### src/rtl/mmc_pkg.sv
// Shared types and constants for the MMC DAT0 write-data transmitter.
package mmc_pkg;

  typedef enum logic [2:0] {
    StIdle  = 3'd0,
    StStart = 3'd1,
    StData  = 3'd2,
    StCrc   = 3'd3,
    StEnd   = 3'd4
  } mmc_state_e;

  localparam logic [15:0] Crc16Poly = 16'h1021;
  localparam int unsigned BitCntW   = 4;

  // One serial step of CRC16 (x^16+x^12+x^5+1), MSB-first feedback.
  function automatic logic [15:0] crc16_step(input logic [15:0] crc, input logic d);
    logic fb;
    fb = d ^ crc[15];
    return {crc[14:0], 1'b0} ^ (fb ? Crc16Poly : 16'h0000);
  endfunction

endpackage

### src/rtl/mmc_crc16_ser.sv
// Serial CRC16 generator: one data bit per enabled cycle, synchronous clear.
module mmc_crc16_ser
  import mmc_pkg::*;
(
  input  logic        clk,
  input  logic        rst_n,
  input  logic        clr,
  input  logic        en,
  input  logic        d,
  output logic [15:0] crc
);

  logic [15:0] crc_q, crc_d;

  always_comb begin
    crc_d = crc_q;
    if (clr) begin
      crc_d = 16'h0000;
    end else if (en) begin
      crc_d = crc16_step(crc_q, d);
    end
  end

  always_ff @(posedge clk or negedge rst_n) begin
    if (!rst_n) begin
      crc_q <= 16'h0000;
    end else begin
      crc_q <= crc_d;
    end
  end

  assign crc = crc_q;

endmodule

### src/rtl/mmc_dat_tx.sv
// MMC single-line write-data transmitter: start bit, block data MSB first, CRC16, end bit.
module mmc_dat_tx
  import mmc_pkg::*;
#(
  parameter int unsigned BLOCK_LEN = 512
) (
  input  logic       clk,
  input  logic       rst_n,
  input  logic       bit_en,
  input  logic       start,
  input  logic       abort,
  input  logic [7:0] din,
  input  logic       din_vld,
  output logic       din_rdy,
  output logic       dat_o,
  output logic       dat_oe,
  output logic       busy,
  output logic       done,
  output logic       underrun
);

  localparam int unsigned ByteCntW = $clog2(BLOCK_LEN + 1);
  localparam logic [ByteCntW-1:0] BlockLenC = ByteCntW'(BLOCK_LEN);
  localparam logic [ByteCntW-1:0] LastByteC = ByteCntW'(BLOCK_LEN - 1);

  mmc_state_e          state_q, state_d;
  logic [7:0]          hold_q, hold_d;
  logic                hold_full_q, hold_full_d;
  logic [7:0]          shift_q, shift_d;
  logic [ByteCntW-1:0] fetched_q, fetched_d;
  logic [ByteCntW-1:0] byte_cnt_q, byte_cnt_d;
  logic [BitCntW-1:0]  bit_cnt_q, bit_cnt_d;
  logic                dat_o_q, dat_o_d;
  logic                dat_oe_q, dat_oe_d;
  logic                busy_q, busy_d;
  logic                done_q, done_d;
  logic                underrun_q, underrun_d;
  logic                din_rdy_q, din_rdy_d;

  logic        accept;
  logic        byte_avail;
  logic [7:0]  next_byte;
  logic        starve;
  logic        crc_clr;
  logic        crc_en;
  logic [15:0] crc;

  assign accept     = din_vld & din_rdy_q;
  // A byte handed over on the same cycle it is needed counts as available.
  assign byte_avail = hold_full_q | accept;
  assign next_byte  = hold_full_q ? hold_q : din;

  mmc_crc16_ser u_crc (
    .clk   (clk),
    .rst_n (rst_n),
    .clr   (crc_clr),
    .en    (crc_en),
    .d     (shift_q[7]),
    .crc   (crc)
  );

  always_comb begin
    state_d     = state_q;
    hold_d      = hold_q;
    hold_full_d = hold_full_q;
    shift_d     = shift_q;
    fetched_d   = fetched_q;
    byte_cnt_d  = byte_cnt_q;
    bit_cnt_d   = bit_cnt_q;
    dat_o_d     = dat_o_q;
    dat_oe_d    = dat_oe_q;
    done_d      = 1'b0;
    underrun_d  = 1'b0;
    crc_clr     = 1'b0;
    crc_en      = 1'b0;
    starve      = 1'b0;

    if (accept) begin
      hold_d      = din;
      hold_full_d = 1'b1;
      fetched_d   = fetched_q + 1'b1;
    end

    unique case (state_q)
      StIdle: begin
        // Output enable still high here only right after the end bit.
        if (dat_oe_q) begin
          dat_oe_d = 1'b0;
          done_d   = 1'b1;
        end
        if (start) begin
          state_d     = StStart;
          crc_clr     = 1'b1;
          fetched_d   = '0;
          byte_cnt_d  = '0;
          bit_cnt_d   = '0;
          hold_full_d = 1'b0;
        end
      end
      StStart: begin
        if (bit_en) begin
          dat_o_d    = 1'b0;
          dat_oe_d   = 1'b1;
          bit_cnt_d  = '0;
          byte_cnt_d = '0;
          if (byte_avail) begin
            shift_d     = next_byte;
            hold_full_d = hold_full_q & accept;
            state_d     = StData;
          end else begin
            starve = 1'b1;
          end
        end
      end
      StData: begin
        if (bit_en) begin
          dat_o_d = shift_q[7];
          shift_d = {shift_q[6:0], 1'b0};
          crc_en  = 1'b1;
          if (bit_cnt_q == 4'd7) begin
            bit_cnt_d = '0;
            if (byte_cnt_q == LastByteC) begin
              state_d = StCrc;
            end else if (byte_avail) begin
              shift_d     = next_byte;
              hold_full_d = hold_full_q & accept;
              byte_cnt_d  = byte_cnt_q + 1'b1;
            end else begin
              starve = 1'b1;
            end
          end else begin
            bit_cnt_d = bit_cnt_q + 1'b1;
          end
        end
      end
      StCrc: begin
        if (bit_en) begin
          dat_o_d = crc[4'd15 - bit_cnt_q];
          if (bit_cnt_q == 4'd15) begin
            bit_cnt_d = '0;
            state_d   = StEnd;
          end else begin
            bit_cnt_d = bit_cnt_q + 1'b1;
          end
        end
      end
      StEnd: begin
        if (bit_en) begin
          dat_o_d = 1'b1;
          state_d = StIdle;
        end
      end
      default: state_d = StIdle;
    endcase

    if (starve) begin
      state_d     = StIdle;
      dat_oe_d    = 1'b0;
      dat_o_d     = 1'b1;
      hold_full_d = 1'b0;
      underrun_d  = 1'b1;
    end

    if (abort) begin
      state_d     = StIdle;
      dat_oe_d    = 1'b0;
      dat_o_d     = 1'b1;
      hold_full_d = 1'b0;
      underrun_d  = 1'b0;
      done_d      = 1'b0;
      crc_clr     = 1'b0;
      crc_en      = 1'b0;
    end

    busy_d    = (state_d != StIdle);
    din_rdy_d = busy_d & ~hold_full_d & (fetched_d < BlockLenC);
  end

  always_ff @(posedge clk or negedge rst_n) begin
    if (!rst_n) begin
      state_q     <= StIdle;
      hold_q      <= 8'h00;
      hold_full_q <= 1'b0;
      shift_q     <= 8'h00;
      fetched_q   <= '0;
      byte_cnt_q  <= '0;
      bit_cnt_q   <= '0;
      dat_o_q     <= 1'b1;
      dat_oe_q    <= 1'b0;
      busy_q      <= 1'b0;
      done_q      <= 1'b0;
      underrun_q  <= 1'b0;
      din_rdy_q   <= 1'b0;
    end else begin
      state_q     <= state_d;
      hold_q      <= hold_d;
      hold_full_q <= hold_full_d;
      shift_q     <= shift_d;
      fetched_q   <= fetched_d;
      byte_cnt_q  <= byte_cnt_d;
      bit_cnt_q   <= bit_cnt_d;
      dat_o_q     <= dat_o_d;
      dat_oe_q    <= dat_oe_d;
      busy_q      <= busy_d;
      done_q      <= done_d;
      underrun_q  <= underrun_d;
      din_rdy_q   <= din_rdy_d;
    end
  end

  assign din_rdy  = din_rdy_q;
  assign dat_o    = dat_o_q;
  assign dat_oe   = dat_oe_q;
  assign busy     = busy_q;
  assign done     = done_q;
  assign underrun = underrun_q;

endmodule

### config.mk
export PLATFORM = sky130hd
export DESIGN_NAME = mmc_dat_tx
export DESIGN_NICKNAME = d
export VERILOG_FILES = /design/src/rtl/mmc_pkg.sv /design/src/rtl/mmc_crc16_ser.sv /design/src/rtl/mmc_dat_tx.sv
export SDC_FILE = /design/constraint.sdc
export NUM_CORES = 1
export LEC_CHECK = 0
export CORE_MARGIN = 8
export CORE_UTILIZATION = 40
export CTS_CLUSTER_SIZE = 8
export DETAILED_ROUTE_END_ITERATION = 16
export REMOVE_ABC_BUFFERS = 1
export SETUP_SLACK_MARGIN = 0.2
export SYNTH_ARGS = -nofsm -noshare
export SYNTH_HDL_FRONTEND = slang
export SYNTH_SLANG_ARGS = --single-unit
### constraint.sdc
create_clock -name clk -period 2.4 [get_ports clk]
set_input_delay 0.36 -clock clk [delete_from_list [all_inputs] [get_ports clk]]
set_output_delay 0.36 -clock clk [all_outputs]
set_load 0.01 [all_outputs]
==> impl_metrics.toml, run 1 <==
[run_status]
status = "complete, no violations"

[detailed_routing]
via_per_inst = 5.34
drc_errors = 0
wl_per_cell_um = 14.7
dr_total_vias = 2804
wirelength_um = 7700
firstDrtPassIters = 5
antenna_left = 0
drt_iter0_drc = 125

[clock_tree]
cts_tree = "done"
cts_buffer_depth = 2
worstSkewPairLatency_ns = 0.34
ctsRootBufferMaster = "clkbuf_8"
postCtsSetupBuffers = 0
tritoncts_num_sinks = 66
clk_pin_slew_ns = 0.08
cts_max_level = 3
numCtsBuffers = 9

[power]
p_int_mw = 2.18
seqPwrFrac_pct = 46.7
clkPwrFrac_pct = 35.5
switchingPower_mw = 0.870
vdd_drop_max_v = 0.000435
comb_power_share_pct = 17.8
p_sw_share_pct = 28.5
powerDensity_nw_per_um2 = 734
p_leak_nw = 1.76

[placement]
placed_area_um2 = 3920
gp_congestion = 0.802
io_buffers = 19
hpwlAfterDp_um = 5320

[final_layout]
design_area_um2 = 4160
syn_to_final_growth_pct = 16.7
antenna_cells = 0
layout-drive-gt1-share_pct = 11.3
multiInputGateArea_um2 = 1780
fin_nets = 429
fillers = 849
seq_area_um2 = 1650

[floorplanning]
core_area_um2 = 8680
pin_count = 20
start_util_pct = 41.1
die_h_um = 110
die_w_um = 110
die_area_um2 = 12200
rows = 34

[critical_path]
rr_startpoint = "byte_cnt_q[0]"
rr_worst_depth = 6
critPathKind = "reg -> reg"
critPathLaunchType = "flip-flop"
worstPathRequired_ns = 2.67
endpoint_kind = "flip-flop"
cp-startpoint = "byte_cnt_q[0]"
cp-endpoint = "byte_cnt_q[9]"
r2r_end = "byte_cnt_q[9]"
crit_arrival_ns = 2.35
cp_max_fo = 23
reg2reg_slack_ns = 0.32

[global_routing]
grt_pass1_vias = 2708
gr-usage-all-layers_pct = 13.6
grt_pass1_wl_um = 13100
overflow = 0
antenna_found_initial = 0
grt_max_degree = 44

[logic_synthesis]
syn_area_um2 = 3560
yosysMostFrequentCell = "nand2_1"
seq_area_frac_synth_pct = 46.4
synth_common_cells = "nand2_1, dfrtp_1, nor2_1"
synth_edf_count = 0
yosysTopAreaCell = "dfrtp_1"
netlist.area_leader.share_pct = 45.6
ys_top_cells_by_area = "dfrtp_1, nand2_1, o31ai_1"
synthFlopType = "dfrtp_1"
ys.warnings.count = 0
synth_cell_type_count = 56
postSynthAreaPerCell_um2 = 9.21
async_flop_share_pct = 100
synth_seq_cells = 66
synthCells = 387

[min_path]
worstHoldPathType = "in -> async"

[sta]
worst_slew_pin_slew_ns = 0.565
final-hold-violation-count = 0
min_period_ns = 2.08
slew_headroom_pct = 62.3
tns_ns = 0
grt_setup_unrepaired = "false"
finalCritPeriodShare_pct = 86.8
fmax_mhz = 480
setup_viol = 0
drv_slew = 0
skew_ns = 0.00807

[job]
drv_cap = 0
==> layer usage <==
metal / vias up / global-route usage, % / share of wire (%)
met5: - / 0 / 0
met4: 0 / 6.28 / 1.7
met3: 10 / 2.21 / 3.8
met2: 61 / 20.3 / 45
met1: 1314 / 18.9 / 50
li1: 1419 / - / -
==> flip-flops by register name, indices dropped and copies added (netlist names) <==
register	flops
u_crc.crc	16
byte_cnt_q	10
fetched_q	10
hold_q	8
shift_q	8
bit_cnt_q	4
state_q	3
busy	1
dat_o	1
dat_oe	1
din_rdy	1
done	1
hold_full_q	1
underrun	1
==> timing repair <==
| item | 4_1_cts | 5_1_grt |
|---|---|---|
| setup endpoints to repair | 0 | 14 |
| gates resized for setup | 0 | 1 |
| hold buffers | 0 | 0 |
==> area by class of cell <==
type / count / share of cell area (%)
well taps: 108 / 3.25
multi-input cells: 292 / 42.7
clock inverters: 4 / 1.77
inverters: 6 / 0.541
clock buffers: 12 / 3.73
flip-flops and latches: 66 / 39.7
repair buffers: 37 / 8.30
==> layout by cell type (no fill, tap or decap), drive strengths merged, types with 4 or more instances in the layout <==
master / synthesis / final
or4: 5 / 5
nand3b: 4 / 4
nand3: 14 / 14
o31ai: 17 / 17
nor3: 5 / 5
nand2b: 5 / 5
xor2: 10 / 10
inv: 6 / 6
o21ai: 22 / 22
buf: 11 / 19
nand4: 7 / 7
a211oi: 8 / 8
mux2i: 5 / 5
clkdlybuf4s50: 0 / 18
and2: 4 / 4
dfrtp: 65 / 65
nand2: 78 / 78
nor2: 33 / 33
nor2b: 11 / 11
a21oi: 19 / 19
clkbuf: 12 / 12
xnor2: 5 / 5
==> logic make-up after synthesis <==
| logic type | share of synthesized area, % |
|---|---|
| AND/OR/NAND/NOR | 24.9 |
| AO/OA/AOI/OAI | 16.2 |
| flip-flops | 46.4 |
| buffers and inverters | 4.00 |
| XOR/XNOR | 4.21 |
| multiplexers | 3.30 |
| adder cells (fa/ha/maj) | 1.05 |
==> power by group through the flow <==
stage | combinational [mW] | sequential (mW) | clock (mW)
2_1_floorplan | 0.341 | 1.43 | 0
3_3_place_gp | 0.538 | 1.44 | 0
3_5_place_dp | 0.549 | 1.45 | 0
4_1_cts | 0.552 | 1.43 | 1.11
5_1_grt | 0.621 | 1.45 | 1.15
6_report | 0.544 | 1.43 | 1.08
==> worst min path at each step <==
stage               startpoint      endpoint  slack (ns)  depth (start not counted)
global placement         rst_n  u_crc.crc[2]        0.38                          1
global route             rst_n  u_crc.crc[5]        0.04                          1
finish                   rst_n          done       0.004                          1
detailed placement       rst_n  u_crc.crc[2]        0.40                          1
CTS                      rst_n          done        0.02                          1
floorplan                rst_n  bit_cnt_q[0]        0.06                          0
==> worst max-delay path, stage by stage, from the launching register on <==
cell and delay (ns):
dfrtp_1 0.43, ha_1 0.26, and4b_1 0.22, a31oi_4 0.24, o21ai_4 0.19, or4_1 0.51, a21oi_1 0.16
==> metrics by stage <==
step	hold WS [ns]	setup WS [ns]	power, mW	utilization [%]	std cells
2_1_floorplan	0.0644	0.374	1.77	-	364
3_3_place_gp	0.384	0.273	1.98	45.2	509
3_5_place_dp	0.395	0.210	1.99	45.2	509
4_1_cts	0.0215	0.202	3.08	47.9	525
5_1_grt	0.0445	0.200	3.22	47.9	525
6_report	0.00427	0.316	3.05	47.9	525
Note: power is estimated with default switching activity, not from simulation.
==> inputs of run 2 (changes only) <==
--- a/config.mk
+++ b/config.mk
@@ -11,6 +11,7 @@
 export DETAILED_ROUTE_END_ITERATION = 16
 export REMOVE_ABC_BUFFERS = 1
 export SETUP_SLACK_MARGIN = 0.2
+export SKIP_LAST_GASP = 1
 export SYNTH_ARGS = -nofsm -noshare
 export SYNTH_HDL_FRONTEND = slang
 export SYNTH_SLANG_ARGS = --single-unit
==> constraint.sdc (replaced) <==
create_clock -name clk -period 2.5 [get_ports clk]
set_input_delay 0.375 -clock clk [delete_from_list [all_inputs] [get_ports clk]]
set_output_delay 0.375 -clock clk [all_outputs]
set_load 0.01 [all_outputs]
==> run 2 against run 1 <==
  * Worst setup slack gained 0.13 ns
  * Maximum frequency grew 1.5%
  * Hold slack gained 0.058 ns
  * Clock power grew 14%
  * Register-to-register slack gained 0.13 ns
  * Core utilization grew 0.97 points
  * Critical endpoint unchanged
  * Highest routed layer unchanged
==> impl_metrics.toml, run 2 (synthesis results as in run 1) <==
[global_routing]
grt_max_degree = 40
grt_pass1_vias = 2789
grt_pass1_wl_um = 13700
gr-usage-all-layers_pct = 14.3
antenna_found_initial = 0
overflow = 0

[clock_tree]
cts_max_level = 3
cts_buffer_depth = 2
worstSkewPairLatency_ns = 0.35
ctsRootBufferMaster = "clkbuf_8"
numCtsBuffers = 9
clk_pin_slew_ns = 0.08
ctsHoldBuffers = 0
cts_tree = "done"
cts_resized = 0
tritoncts_num_sinks = 66
postCtsSetupBuffers = 0

[sta]
tns_ns = 0
drv_slew = 0
finalCritPeriodShare_pct = 82.2
grt_setup_unrepaired = "false"
setup_viol = 0
whs_ns = 0.0621
worst_slew_pin_slew_ns = 0.672
fmax_mhz = 487
slew_headroom_pct = 55.2
setup_slack_ns = 0.446
min_period_ns = 2.05
skew_ns = 0.00717
final-hold-violation-count = 0

[floorplanning]
pin_count = 20
die_area_um2 = 12200
die_h_um = 110
start_util_pct = 41.1
rows = 34
die_w_um = 110
core_area_um2 = 8680

[detailed_routing]
wl_per_cell_um = 14.9
dr_total_vias = 2840
firstDrtPassIters = 4
drc_errors = 0
wirelength_um = 7870
via_per_inst = 5.36
antenna_left = 0
drt_iter0_drc = 172

[critical_path]
worstPathRequired_ns = 2.77
endpoint_kind = "flip-flop"
rr_startpoint = "byte_cnt_q[0]"
cp_max_fo = 20
crit_arrival_ns = 2.32
cp-startpoint = "byte_cnt_q[0]"
critPathKind = "reg -> reg"
critPathLaunchType = "flip-flop"

[placement]
hpwlAfterDp_um = 5500
place_ws_ns = 0.238
io_buffers = 19
gp_congestion = 0.772

[run_status]
status = "complete, no violations"

[final_layout]
fillers = 844
fin_nets = 434
layout_commonest_cell = "nand2_1"
post-route-util_pct = 48.9
antenna_cells = 0
layout_common_cells = "nand2_1, dfrtp_1, nor2_1, o21ai_0, buf_4"
seq_area_um2 = 1650
layout-drive-gt1-share_pct = 12.6
largest_reg_flops = 16
syn_to_final_growth_pct = 19.1
multiInputGateArea_um2 = 1780

[power]
p_leak_nw = 1.81
powerDensity_nw_per_um2 = 738
vdd_drop_max_v = 0.000348

[min_path]
worstHoldPathType = "in -> async"

[job]
drv_cap = 0
## run 2: cell types whose count changed in the layout (fill, tap and decap cells not counted), sizes merged
cell / delta
buf: +5
bufinv: +2
clkbuf: -2
## run 2: layer usage
metal / wire length, µm / share of wire [%] / track usage (%)
met5: 0 / 0 / 0
met4: 116 / 1.5 / 5.04
met3: 252 / 3.2 / 3.49
met2: 3590 / 46 / 21.4
met1: 3910 / 50 / 19.8
## run 2: power by group
group / internal (mW) / switching (mW)
Sequential: 1.25 / 0.126
Clock: 0.794 / 0.438
Combinational: 0.237 / 0.294
## run 2: worst max-delay path, stage by stage, from the launching register on
cell and delay [ns]:
dfrtp_1 0.43, ha_1 0.25, and4b_1 0.22, a31oi_4 0.25, o21ai_4 0.17, or4_1 0.50, a21oi_1 0.15
## run 2: layout make-up
type                       instances  area share, %
clock buffer                      10           3.24
clock inverter                     6           3.24
sequential                        66           38.9
tap                              108           3.18
multi-input combinational        292           41.8
inverter                           6          0.531
timing repair buffer              42           9.02
## run 2: metrics by stage
step / instances / instance area (µm²) / power, mW
4_1_cts: 530 / 4240 / 3.16
2_1_floorplan: 364 / 3440 / 1.70
6_report: 530 / 4240 / 3.13
3_5_place_dp: 514 / 3960 / 1.93
3_3_place_gp: 514 / 3960 / 1.91
5_1_grt: 530 / 4240 / 3.29
## run 2: final timing paths
kind                            depth (start not counted)            end  slack [ns]
worst max-delay path                                    6  byte_cnt_q[9]        0.45
worst min-delay path                                    1  u_crc.crc[11]        0.06
worst max register to register                          6  byte_cnt_q[9]        0.45
worst min register to register                          2      hold_q[6]        0.48
max in group asynchronous                               2  byte_cnt_q[4]        1.80
min in group clk                                        2      hold_q[6]        0.48
==> inputs of run 3 (changes only) <==
==> constraint.sdc (replaced) <==
create_clock -name clk -period 2 [get_ports clk]
set_input_delay 0.3 -clock clk [delete_from_list [all_inputs] [get_ports clk]]
set_output_delay 0.3 -clock clk [all_outputs]
set_load 0.01 [all_outputs]
==> run 3 against run 2 <==
  * Combinational power increased by 41%
  * Design area increased by 7.7%
  * Maximum frequency increased by 8.4%
  * Sequential power increased by 26%
  * Count of clock-buffer cells in the layout decreased by 1
  * Global-route usage increased by 0.45 points
  * Via count increased by 4.9%
  * Sequential cell count unchanged
  * Clock power about the same
  * Cell count increased by 4.2%
  * Power increased by 18%
  * Core utilization increased by 3.8 points
  * Critical path type unchanged
==> impl_metrics.toml, run 3 (synthesis results as in run 1) <==
[global_routing]
grt_max_degree = 34
grt_pass1_vias = 2996
antenna_found_initial = 0
gr-usage-all-layers_pct = 14.8
overflow = 0
grt_pass1_wl_um = 14300

[clock_tree]
cts_max_level = 3
cts_tree = "done"
worstSkewPairLatency_ns = 0.33
cts_buffer_depth = 2
clk_pin_slew_ns = 0.08
ctsRootBufferMaster = "clkbuf_8"
tritoncts_num_sinks = 66
numCtsBuffers = 9

[critical_path]
cp-startpoint = "bit_cnt_q[1]"
endpoint_kind = "flip-flop"
critPathKind = "reg -> reg"
rr_startpoint = "bit_cnt_q[1]"
crit_arrival_ns = 2.16
worstPathRequired_ns = 2.26
critPathLaunchType = "flip-flop"
cp_max_fo = 6

[floorplanning]
die_h_um = 110
core_area_um2 = 8680
start_util_pct = 41.1
die_w_um = 110
die_area_um2 = 12200
pin_count = 20
rows = 34

[final_layout]
layout_commonest_cell = "nand2_1"
syn_to_final_growth_pct = 28.3
layout_common_cells = "nand2_1, dfrtp_1, buf_4, nor2_1, clkdlybuf4s50_1"
fillers = 801
post-route-util_pct = 52.7
antenna_cells = 0
multiInputGateArea_um2 = 1950
largest_reg_flops = 16
layout-drive-gt1-share_pct = 24.1
fin_nets = 456
seq_area_um2 = 1650
design_area_um2 = 4570

[run_status]
status = "complete, no violations"

[min_path]
worstHoldPathType = "in -> async"

[job]
drv_cap = 0

[detailed_routing]
firstDrtPassIters = 5
via_per_inst = 5.40
dr_total_vias = 2979
antenna_left = 0
drt_iter0_drc = 155
wirelength_um = 8300
wl_per_cell_um = 15.0
drc_errors = 0

[sta]
drv_slew = 0
whs_ns = 0.470
finalCritPeriodShare_pct = 94.7
skew_ns = 0.00812
fmax_mhz = 528
setup_viol = 0
slew_headroom_pct = 65.6
worst_slew_pin_slew_ns = 0.516
min_period_ns = 1.89
final-hold-violation-count = 0
grt_setup_unrepaired = "true"

[power]
comb_power_share_pct = 20.2
p_int_mw = 2.60
vdd_drop_max_v = 0.000446
p_leak_nw = 1.93
clkPwrFrac_pct = 33.1
p_sw_share_pct = 29.9
switchingPower_mw = 1.11
powerDensity_nw_per_um2 = 812
seqPwrFrac_pct = 46.7

[placement]
gp_congestion = 0.825
io_buffers = 19
placed_area_um2 = 4080
hpwlAfterDp_um = 5710
run 3: timing repair:
action	CTS	global route
endpoints found under the hold margin	20	0
gates cloned	1	0
hold buffers	1	0
resized for setup	9	40
buffers inserted	6	2
pin swaps	16	7
endpoints found under the setup margin	22	40
run 3: critical path, stage by stage, from the launching register on:
cell      delay [ns]
dfrtp_1         0.37
ha_2            0.18
nand3b_1        0.21
a31oi_4         0.33
o21ai_4         0.12
buf_6           0.14
or3_1           0.33
a21oi_2         0.13
run 3: final timing paths:
path                            endpoint  slack, ns  cells past startpoint
max                        byte_cnt_q[2]       0.11                      7
min                         u_crc.crc[3]       0.47                      2
max reg2reg                byte_cnt_q[2]       0.11                      7
min reg2reg                    hold_q[0]       0.48                      2
max in group asynchronous          dat_o       0.88                      3
min in group clk               hold_q[0]       0.48                      2
run 3: final cells by class:
cell class | instances | area share [%]
Multi-Input combinational cell | 293 | 42.8
Inverter | 6 | 0.493
Tap cell | 108 | 2.96
Sequential cell | 66 | 36.2
Clock inverter | 7 | 2.05
Clock buffer | 9 | 2.71
Timing Repair Buffer | 63 | 12.8
run 3: metrics by stage:
stage	TNS, ns	std cells	power [mW]	setup WS (ns)
after floorplan	-0.103	364	2.12	-0.0258
after global placement	0	526	2.41	0.0416
after detailed placement	-0.181	526	2.43	-0.0582
after CTS	0	550	3.68	0.150
after global routing	0	552	3.94	0.0136
final	0	552	3.71	0.106
run 3: per-layer routing:
layer	global-route usage [%]	vias up	share of wire (%)
li1	-	1472	-
met1	20.2	1449	47
met2	23.1	46	48
met3	2.15	12	3.1
met4	6.09	0	1.6
met5	0	-	0
run 3: power groups by stage:
stage,registers [mW],clock network [mW],logic [mW]
6_report,1.73,1.23,0.748
5_1_grt,1.77,1.32,0.850
4_1_cts,1.71,1.26,0.709
3_5_place_dp,1.74,0,0.697
3_3_place_gp,1.73,0,0.675
2_1_floorplan,1.71,0,0.409
==> RTL edit 1: new RTL, settings of run 1 <==
`hold_q` and `shift_q` no longer have a reset.
--- a/src/rtl/mmc_dat_tx.sv
+++ b/src/rtl/mmc_dat_tx.sv
@@ -181,5 +181,3 @@
       state_q     <= StIdle;
-      hold_q      <= 8'h00;
       hold_full_q <= 1'b0;
-      shift_q     <= 8'h00;
       fetched_q   <= '0;
@@ -195,5 +193,3 @@
       state_q     <= state_d;
-      hold_q      <= hold_d;
       hold_full_q <= hold_full_d;
-      shift_q     <= shift_d;
       fetched_q   <= fetched_d;
@@ -210,2 +206,7 @@
 
+  always_ff @(posedge clk) begin
+    hold_q  <= hold_d;
+    shift_q <= shift_d;
+  end
+
   assign din_rdy  = din_rdy_q;
Behaviour: same outputs for any inputs over 4 cycles, from zero or initial values and one cycle with rst_n low; that may be too few to reach the edited logic, so the function may still have changed.
==> RTL edit 1 against run 1 <==
  * Design area fell by 1.1%
  * Highest routed layer unchanged
  * Power fell by 14%
  * Sequential share of layout area rose by 2.4 points
  * Critical path depth rose by 1
  * Via count fell by 8.1%
  * Area after synthesis fell by 6.6%
  * Routed wire length fell by 1.6%
  * Sequential cell count did not move
  * Worst setup slack got worse by 0.043 ns
==> RTL edit 1: results <==
export IMPL_status="finished, final reports clean"
export IMPL_reg2regPathDepth=7
export IMPL_multi_input_area_um2=1510
export IMPL_clk_share_pct=5.84
export IMPL_clockBufferCount=9
export IMPL_synth_edf_count=16
export IMPL_drt_total_wl_mm=7.58
export IMPL_p_leak_nw=1.64
export IMPL_synth_async_sr_flop_share_pct=75.8
export IMPL_clkPwrFrac_pct=43.1
export IMPL_synth_fa_ha_area_share_pct=1.13
export IMPL_dp_hpwl_mm=5.32
export IMPL_fin_ws_ns=0.272
export IMPL_cts_resized=2
export IMPL_synth_distinct_cells=49
export IMPL_synth_area_leaders="dfrtp_1 (37%), edfxtp_1 (14%), mux2i_1 (6.0%), o21ai_0 (4.5%), nand2_1 (4.2%)"
export IMPL_multi_input_area_share_pct=36.6
export IMPL_inv_count=5
export IMPL_holdWs_ns=0.0225
export IMPL_cp_max_fo=11
export IMPL_wl_per_cell_um=15.9
export IMPL_grt_pass1_vias=2590
export IMPL_buffers=52
export IMPL_final_layout_size_suffix_gt1_share_pct=17.5
export IMPL_gp_congestion=0.826
export IMPL_seqPwrFrac_pct=46.3
==> RTL edit 1: changes by cell type after synthesis, moves of 4 or more <==
cell / delta
nand2_1: -40
dfrtp_1: -16
edfxtp_1: +16
mux2i_1: +15
o31ai_1: -11
o21ai_0: +9
a211oi_1: -6
a21oi_1: -6
nor2b_1: -6
xor2_1: -6
nand3b_1: -4
or3_1: +4
==> RTL edit 1: kinds of logic (layout without fill, tap and decap cells) <==
kind of cell,after synthesis,after routing
mux,24,24
buf+inv,24,73
compound gates,74,74
fa+ha+maj,3,3
xor+xnor,10,10
flops,66,66
simple gates,122,122
==> RTL edit 1: per-layer routing <==
layer | routed length (um) | up-vias | global-route usage (%)
met5 | 0 | - | 0
met1 | 3500 | 1259 | 17.9
met4 | 76 | 0 | 4.22
met3 | 266 | 7 | 3.54
li1 | - | 1269 | -
met2 | 3740 | 42 | 22.7
==> RTL edit 2: new RTL, settings of run 1 <==
Made on the original files. `BLOCK_LEN`: 512 -> 1024.
--- a/src/rtl/mmc_dat_tx.sv
+++ b/src/rtl/mmc_dat_tx.sv
@@ -4,3 +4,3 @@
 #(
-  parameter int unsigned BLOCK_LEN = 512
+  parameter int unsigned BLOCK_LEN = 1024
 ) (
Check against the original RTL: same outputs for any inputs over 4 cycles, from zero or initial values and one cycle with rst_n low; that may be too few to reach the edited logic, so the function may still have changed.
==> RTL edit 2 against run 1 <==
  * Worst hold slack better by 0.0081 ns
  * Count of clock-buffer cells in the layout down 2
  * First-iteration DRC count up 5.6%
  * Critical path type unchanged
  * Worst setup slack worse by 0.032 ns
  * Clock skew rose by 0.00082 ns
  * Utilization increased by 1.0 points
  * Critical endpoint unchanged
  * Area after synthesis grew 1.0%
  * Largest cell class unchanged
  * Sequential cell count grew 2
  * Design area increased by 2.6%
  * Routed wire length up 3.7%
  * Die area increased by 0.87%
Power is not compared: it rests on default switching activity, and its combinational part moved more than twofold at a synthesized area within 25%.
==> RTL edit 2: results <==
export IMPL_status="finished, final reports clean"
export IMPL_dp_cells=495
export IMPL_netlist_top_cells_count="dfrtp_1 (67), nand2_1 (62), o21ai_0 (33), nor2_1 (22), mux2_2 (17)"
export IMPL_grt_pass1_vias=2806
export IMPL_seq_area_share_pct=39.9
export IMPL_clk_share_pct=5.83
export IMPL_fin_ws_ns=0.283
export IMPL_yosysSeqAreaShare_pct=47.3
export IMPL_syn_area_per_cell_um2=9.76
export IMPL_crit_arrival_ns=2.40
export IMPL_holdWs_ns=0.0124
export IMPL_fillers=824
export IMPL_multi_input_area_um2=1820
export IMPL_syn_inst=369
export IMPL_grt_max_degree=69
export IMPL_first_pass_iters=4
export IMPL_use_met1_pct=17.0
export IMPL_grt_pass1_wl_mm=13.8
export IMPL_final_layout_size_suffix_gt1_share_pct=17.8
export IMPL_wl_per_cell_um=15.6
export IMPL_via_per_inst=5.51
export IMPL_cts_sinks=68
export IMPL_multi_input_comb_cells=275
export IMPL_place_area_um2=3980
export IMPL_drtIter0Drc=132
export IMPL_inv_count=8
export IMPL_cp_max_fo=7
export IMPL_nets=416
export IMPL_met3_wirelength_um=334
export IMPL_synth_area_leaders="dfrtp_1 (47%), nand2_1 (6.5%), mux2_2 (5.3%), o21ai_0 (4.6%), mux2i_1 (2.5%)"
export IMPL_register_area_um2=1700
export IMPL_use_met2_pct=20.9
export IMPL_place_ws_ns=0.173
export IMPL_grt_usage_pct=13.4
export IMPL_clock_skew_ns=0.00889
export IMPL_dp_hpwl_mm=5.46
export IMPL_met3_usage_pct=3.90
export IMPL_gp_congestion=0.842
export IMPL_wl_met1_mm=3.85
export IMPL_route_met2_wl_mm=3.67
## RTL edit 2: changes by cell type after synthesis, sizes merged, moves of 4 or more
cell / delta
a21oi: -5
nand3b: -4
nand2: -16
mux2: +17
nor2b: -4
a211oi: -4
mux2i: +4
o31ai: -9
buf: -6
nor2: -11
o21ai: +12
## RTL edit 2: power groups by stage
stage	Clock (mW)	Sequential, mW	Combinational [mW]
finish	1.18	1.69	1.40
global route	1.24	1.74	1.58
CTS	1.20	1.69	1.39
detailed placement	0	1.71	1.39
global placement	0	1.69	1.35
floorplan	0	1.72	0.861
## RTL edit 2: cell families (layout without fill, tap and decap cells)
kind of cell | count (synthesis) | after routing | synth area share, %
AO/OA/AOI/OAI | 83 | 83 | 15.2
XOR/XNOR | 13 | 13 | 3.16
adder cells (fa/ha/maj) | 3 | 3 | 1.04
buffers and inverters | 26 | 61 | 3.02
flip-flops | 68 | 68 | 47.3
multiplexers | 30 | 30 | 10.3
AND/OR/NAND/NOR | 146 | 146 | 20.0
